## src/rtl/pipeline_stall_controller.sv

```systemverilog
// Stall/flush sequencer for a 5-stage MIPS pipeline: merges load-use, redirect and
// data-memory busy into PC/IF-ID/pipeline enables, with start gate, timeout and counters.
module pipeline_stall_controller #(
  parameter int unsigned CNT_W       = 16,
  parameter int unsigned MEM_TIMEOUT = 64
) (
  input  logic             clk_i,
  input  logic             rst_i,
  input  logic             start_i,
  input  logic             load_use_i,
  input  logic             redirect_i,
  input  logic             dmem_stall_i,
  output logic             pc_write_o,
  output logic             if_id_write_o,
  output logic             if_id_flush_o,
  output logic             ctrl_zero_o,
  output logic             pipe_freeze_o,
  output logic             mem_timeout_o,
  output logic [CNT_W-1:0] stall_cnt_o,
  output logic [CNT_W-1:0] flush_cnt_o,
  output logic [1:0]       state_o
);

  localparam int unsigned WaitW = $clog2(MEM_TIMEOUT) + 1;
  localparam logic [WaitW-1:0] WaitMax = WaitW'(MEM_TIMEOUT);

  typedef enum logic [1:0] {
    StIdle     = 2'd0,
    StRun      = 2'd1,
    StLuBubble = 2'd2,
    StMemWait  = 2'd3
  } state_e;

  state_e           state_q, state_d;
  logic [WaitW-1:0] wait_cnt_q, wait_cnt_d;
  logic             timeout_q, timeout_d;
  logic [CNT_W-1:0] stall_cnt_q, stall_cnt_d;
  logic [CNT_W-1:0] flush_cnt_q, flush_cnt_d;
  logic             load_use_eff;

  // The bubble cycle re-presents the same ID instruction, so its hazard flag is stale.
  assign load_use_eff = load_use_i && (state_q != StLuBubble);

  always_comb begin
    pc_write_o    = 1'b1;
    if_id_write_o = 1'b1;
    if_id_flush_o = 1'b0;
    ctrl_zero_o   = 1'b0;
    pipe_freeze_o = 1'b0;
    state_d       = StRun;
    if (state_q == StIdle) begin
      pc_write_o    = 1'b0;
      if_id_write_o = 1'b0;
      ctrl_zero_o   = 1'b1;
      pipe_freeze_o = 1'b1;
      state_d       = start_i ? StRun : StIdle;
    end else if (dmem_stall_i) begin
      pc_write_o    = 1'b0;
      if_id_write_o = 1'b0;
      pipe_freeze_o = 1'b1;
      state_d       = StMemWait;
    end else if (load_use_eff) begin
      pc_write_o    = 1'b0;
      if_id_write_o = 1'b0;
      ctrl_zero_o   = 1'b1;
      state_d       = StLuBubble;
    end else if (redirect_i) begin
      if_id_flush_o = 1'b1;
    end
  end

  always_comb begin
    wait_cnt_d = '0;
    if (state_q != StIdle && dmem_stall_i) begin
      wait_cnt_d = (wait_cnt_q == WaitMax) ? wait_cnt_q : wait_cnt_q + 1'b1;
    end
    timeout_d = timeout_q | (wait_cnt_d == WaitMax);

    stall_cnt_d = stall_cnt_q;
    if (state_q != StIdle && !pc_write_o) begin
      stall_cnt_d = stall_cnt_q + 1'b1;
    end
    flush_cnt_d = flush_cnt_q;
    if (if_id_flush_o) begin
      flush_cnt_d = flush_cnt_q + 1'b1;
    end
  end

  always_ff @(posedge clk_i) begin
    if (rst_i) begin
      state_q     <= StIdle;
      wait_cnt_q  <= '0;
      timeout_q   <= 1'b0;
      stall_cnt_q <= '0;
      flush_cnt_q <= '0;
    end else begin
      state_q     <= state_d;
      wait_cnt_q  <= wait_cnt_d;
      timeout_q   <= timeout_d;
      stall_cnt_q <= stall_cnt_d;
      flush_cnt_q <= flush_cnt_d;
    end
  end

  assign mem_timeout_o = timeout_q;
  assign stall_cnt_o   = stall_cnt_q;
  assign flush_cnt_o   = flush_cnt_q;
  assign state_o       = state_q;

endmodule

```

## config.mk

```make
export PLATFORM = sky130hd
export DESIGN_NAME = pipeline_stall_controller
export DESIGN_NICKNAME = d
export VERILOG_FILES = /design/src/rtl/pipeline_stall_controller.sv
export SDC_FILE = /design/constraint.sdc
export NUM_CORES = 1
export LEC_CHECK = 0
export BUFFER_PORTS_ARGS = -buffer_cell sky130_fd_sc_hd__buf_4
export CAP_MARGIN = 20
export CELL_PAD_IN_SITES_DETAIL_PLACEMENT = 1
export CELL_PAD_IN_SITES_GLOBAL_PLACEMENT = 1
export CORE_ASPECT_RATIO = 1.4
export CORE_UTILIZATION = 45
export CTS_BUF_LIST = sky130_fd_sc_hd__clkbuf_8
export DETAILED_ROUTE_END_ITERATION = 8
export HOLD_SLACK_MARGIN = 0.06
export PLACE_DENSITY_LB_ADDON = 0.05
export RECOVER_POWER = 25
export REMOVE_ABC_BUFFERS = 1
export SLEW_MARGIN = 20
export SYNTH_ARGS = -nofsm -noshare
export SYNTH_HDL_FRONTEND = slang
export SYNTH_SLANG_ARGS = --single-unit
```

## constraint.sdc

```tcl
create_clock -name clk_i -period 2.8 [get_ports clk_i]
set_input_delay 0.28 -clock clk_i [delete_from_list [all_inputs] [get_ports clk_i]]
set_output_delay 0.28 -clock clk_i [all_outputs]
set_load 0.02 [all_outputs]
```

==> flow_summary.ini <==
[routing]
ant_nets = 0
detail_route.first_pass.iterations = 4
routed_vias = 1923
drt-vias-per-instance = 5.606
detail_route.drc_violations = 0
wire_per_inst_um = 14.40
drt_wl_total_um = 4940
initialDrtViolationCount = 46

[floorplan]
core-area_sq_mm = 0.004499
die_width_um = 59.87
die_y_um = 83.01
starting_density_of_the_core_pct = 46.89
placement_rows = 29
pin_count = 46
floorplan.die_area_sq_mm = 0.004969

[setup_path]
critical_path_arrival_ns = 2.41
critPathKind = flip-flop to flip-flop
crit_path_start_kind = flip-flop
peak_fanout_along_the_critical_path = 11
timing.critical_path.to_type = flip-flop
worst-endpoint-required_ns = 2.99

[clock_network]
clkSlewWorstSetupHoldPaths_ns = 0.08
cts.path.max_buffers = 2
worst_skew_pair.late_latency_ns = 0.29
htree_num_levels = 2
postCtsResizedCells = 0
cts.sink_count = 42
post-cts-setup-buffers = 0
cts.hold.buffers_added = 0
cts.root.buffer_cell = sky130_fd_sc_hd__clkbuf_8
cts_made_buffers = 5
tritoncts_clock_tree = done

[timing]
timing.final.crit_share_pct = 79.25
final.setup_skew_ns = 0.007074
setup_violations = 0
report.final.hold_viol_count = 0
grt_setup_unrepaired = no
slew_headroom_pct = 16.96
worstMarginPinSlew_ns = 1.233
period_minus_slack_ns = 2.219
fmax_mhz = 450.6
timing.setup.tns_ns = 0
maxSlewViolCount = 0

[grt]
grt_most_used_layer = met2
globalRouteTotalUtil_pct = 21.22
grt_pass1_vias = 1865
grt_use_met3_pct = 4.361
antenna_found_initial = 0
first_pass_grt_wire_length_um = 8273
grt_max_degree = 40
global_route_track_usage_on_met2_pct = 37.47
global_route.overflow_total = 0
grt_util_met1_pct = 23.92

[power]
irDropWorstVdd_v = 0.0002750
pwr_density_cell_mw_per_mm2 = 444.7
cellLeakagePower_nw = 0.8715

[place]
dpl.cell_count = 336
dp_hpwl_um = 3573
place_congestion = 0.7866
numPortBuffers = 45

[yosys]
yosys_warnings = 0
yosysSeqAreaShare_pct = 39.86
post_synth_inst_count = 242
most_used_dff_post_synth = sky130_fd_sc_hd__dfxtp_1
async_flop_share_pct = 0
post_synth.cell_area_avg_sq_um = 8.717
synth-edff-count = 0
yosys.cell_types.count = 48
syn_area_sq_mm = 0.002110
synth_seq_cells = 42

[layout]
instances_no_fill = 343
area_growth_pct = 16.01
layout.core_utilization_pct = 54.39
layout_nets = 291
insertedDiodeCount = 0
post_route_cells_drive_above_1_share_pct = 16.37

[min_path]
hold_path.class = input port to flip-flop

[run]
max_cap_viol_count = 0

[run_status]
outcome = complete, no violations
## final timing paths
check / startpoint / to / slack (ns) / cells past startpoint
hold / removal: start_i / state_o[0] / 0.25 / 3
setup reg to reg: state_o[0] / stall_cnt_o[10] / 0.58 / 4
setup / recovery: state_o[0] / stall_cnt_o[10] / 0.58 / 4
hold reg to reg: mem_timeout_o / mem_timeout_o / 0.47 / 2
## state kept, by name (all words and copies together) (netlist names)
name           count
flush_cnt_o       16
mem_timeout_o      1
stall_cnt_o       16
state_o            2
wait_cnt_q         7
## cell type report
cell class                 count  area (sq um)
fill                         589          2052
multi-input combinational    178          1150
sequential                    42         840.8
timing repair buffer          45         266.5
tap                           62         77.57
clock buffer                   5         68.82
inverter                       9         33.78
clock inverter                 2         10.01
## kinds of logic (layout without fill, tap and decap cells)
kind of cell | Yosys count | in the layout | share of synthesized area [%]
simple gates | 100 | 100 | 26.45
xor+xnor | 18 | 18 | 7.473
fa+ha+maj | 4 | 4 | 2.373
flops | 42 | 42 | 39.86
compound gates | 52 | 52 | 16.31
buf+inv | 22 | 61 | 5.456
mux | 4 | 4 | 2.076
## cells in the mapped netlist (2+ instances only)
master	instances	area, sq um
sky130_fd_sc_hd__buf_1	2	7.510
sky130_fd_sc_hd__or4_1	8	60.06
sky130_fd_sc_hd__o21ai_0	8	40.04
sky130_fd_sc_hd__xnor2_1	11	96.34
sky130_fd_sc_hd__a21oi_1	20	100.1
sky130_fd_sc_hd__nor2b_1	4	25.02
sky130_fd_sc_hd__nand3_1	16	80.08
sky130_fd_sc_hd__nor4_1	2	12.51
sky130_fd_sc_hd__o31ai_1	8	60.06
sky130_fd_sc_hd__inv_1	9	33.78
sky130_fd_sc_hd__dfxtp_1	42	840.8
sky130_fd_sc_hd__a211oi_1	5	37.54
sky130_fd_sc_hd__or3_1	7	43.79
sky130_fd_sc_hd__or2_2	2	12.51
sky130_fd_sc_hd__nor3_1	5	25.02
sky130_fd_sc_hd__nand2b_1	2	12.51
sky130_fd_sc_hd__ha_1	4	50.05
sky130_fd_sc_hd__buf_6	2	22.52
sky130_fd_sc_hd__xor2_1	7	61.31
sky130_fd_sc_hd__nand4_1	7	43.79
sky130_fd_sc_hd__a2111oi_0	2	17.52
sky130_fd_sc_hd__and3_1	5	31.28
sky130_fd_sc_hd__buf_4	2	15.01
sky130_fd_sc_hd__mux2_2	3	33.78
sky130_fd_sc_hd__clkbuf_1	5	18.77
sky130_fd_sc_hd__nor2_1	20	75.07
sky130_fd_sc_hd__nand2_1	13	48.80
## layer usage
| metal | up-vias | routed length [um] |
|---|---|---|
| met4 | 0 | 95 |
| met2 | 31 | 2619 |
| met3 | 8 | 129 |
| li1 | 952 | - |
| met1 | 932 | 2095 |
| met5 | - | 0 |
## where the power goes
| group | internal, W | switching [W] | total [W] |
|---|---|---|---|
| Sequential | 0.000605 | 0.0000117 | 0.000617 |
| Combinational | 0.0000351 | 0.0000614 | 0.0000964 |
| Clock | 0.000168 | 0.000207 | 0.000375 |
| Total | 0.000808 | 0.000280 | 0.00109 |
## stage by stage
stage / hold slack [ns] / total power (W) / cell area, sq um / setup slack [ns]
after floorplan: 0.3491 / 0.0006856 / 2028 / 0.9916
after global placement: 0.4561 / 0.0007312 / 2444 / 0.9099
after detailed placement: 0.4630 / 0.0007338 / 2444 / 0.8135
after CTS: 0.2392 / 0.001108 / 2522 / 0.7822
after global routing: 0.3070 / 0.001133 / 2447 / 0.3730
final: 0.2501 / 0.001088 / 2447 / 0.5809
## critical path, cell delays in order (launching register included)
cell and delay [ns]:
sky130_fd_sc_hd__dfxtp_1 0.38, sky130_fd_sc_hd__o21ai_0 0.97, sky130_fd_sc_hd__a2111oi_2 0.26, sky130_fd_sc_hd__nand3_1 0.17, sky130_fd_sc_hd__mux2_2 0.34
## cell usage in the layout (no fill, tap or decap), types with 2 or more instances in the layout
cell                        instances
sky130_fd_sc_hd__inv_1              9
sky130_fd_sc_hd__nor4_1             2
sky130_fd_sc_hd__dfxtp_1           42
sky130_fd_sc_hd__mux2_2             3
sky130_fd_sc_hd__o31ai_1            8
sky130_fd_sc_hd__or2_2              2
sky130_fd_sc_hd__or4_1              8
sky130_fd_sc_hd__and3_1             5
sky130_fd_sc_hd__a21oi_1           20
sky130_fd_sc_hd__xor2_1             7
sky130_fd_sc_hd__a211oi_1           5
sky130_fd_sc_hd__a2111oi_0          2
sky130_fd_sc_hd__xnor2_1           11
sky130_fd_sc_hd__clkbuf_8           5
sky130_fd_sc_hd__nand4_1            7
sky130_fd_sc_hd__clkinv_2           2
sky130_fd_sc_hd__nand2b_1           2
sky130_fd_sc_hd__ha_1               4
sky130_fd_sc_hd__nor2_1            20
sky130_fd_sc_hd__or3_1              7
sky130_fd_sc_hd__nand3_1           16
sky130_fd_sc_hd__o21ai_0            9
sky130_fd_sc_hd__nor3_1             5
sky130_fd_sc_hd__clkbuf_1          19
sky130_fd_sc_hd__nor2b_1            4
sky130_fd_sc_hd__buf_4             26
sky130_fd_sc_hd__nand2_1           13
Power figures use the tool's default switching activity.
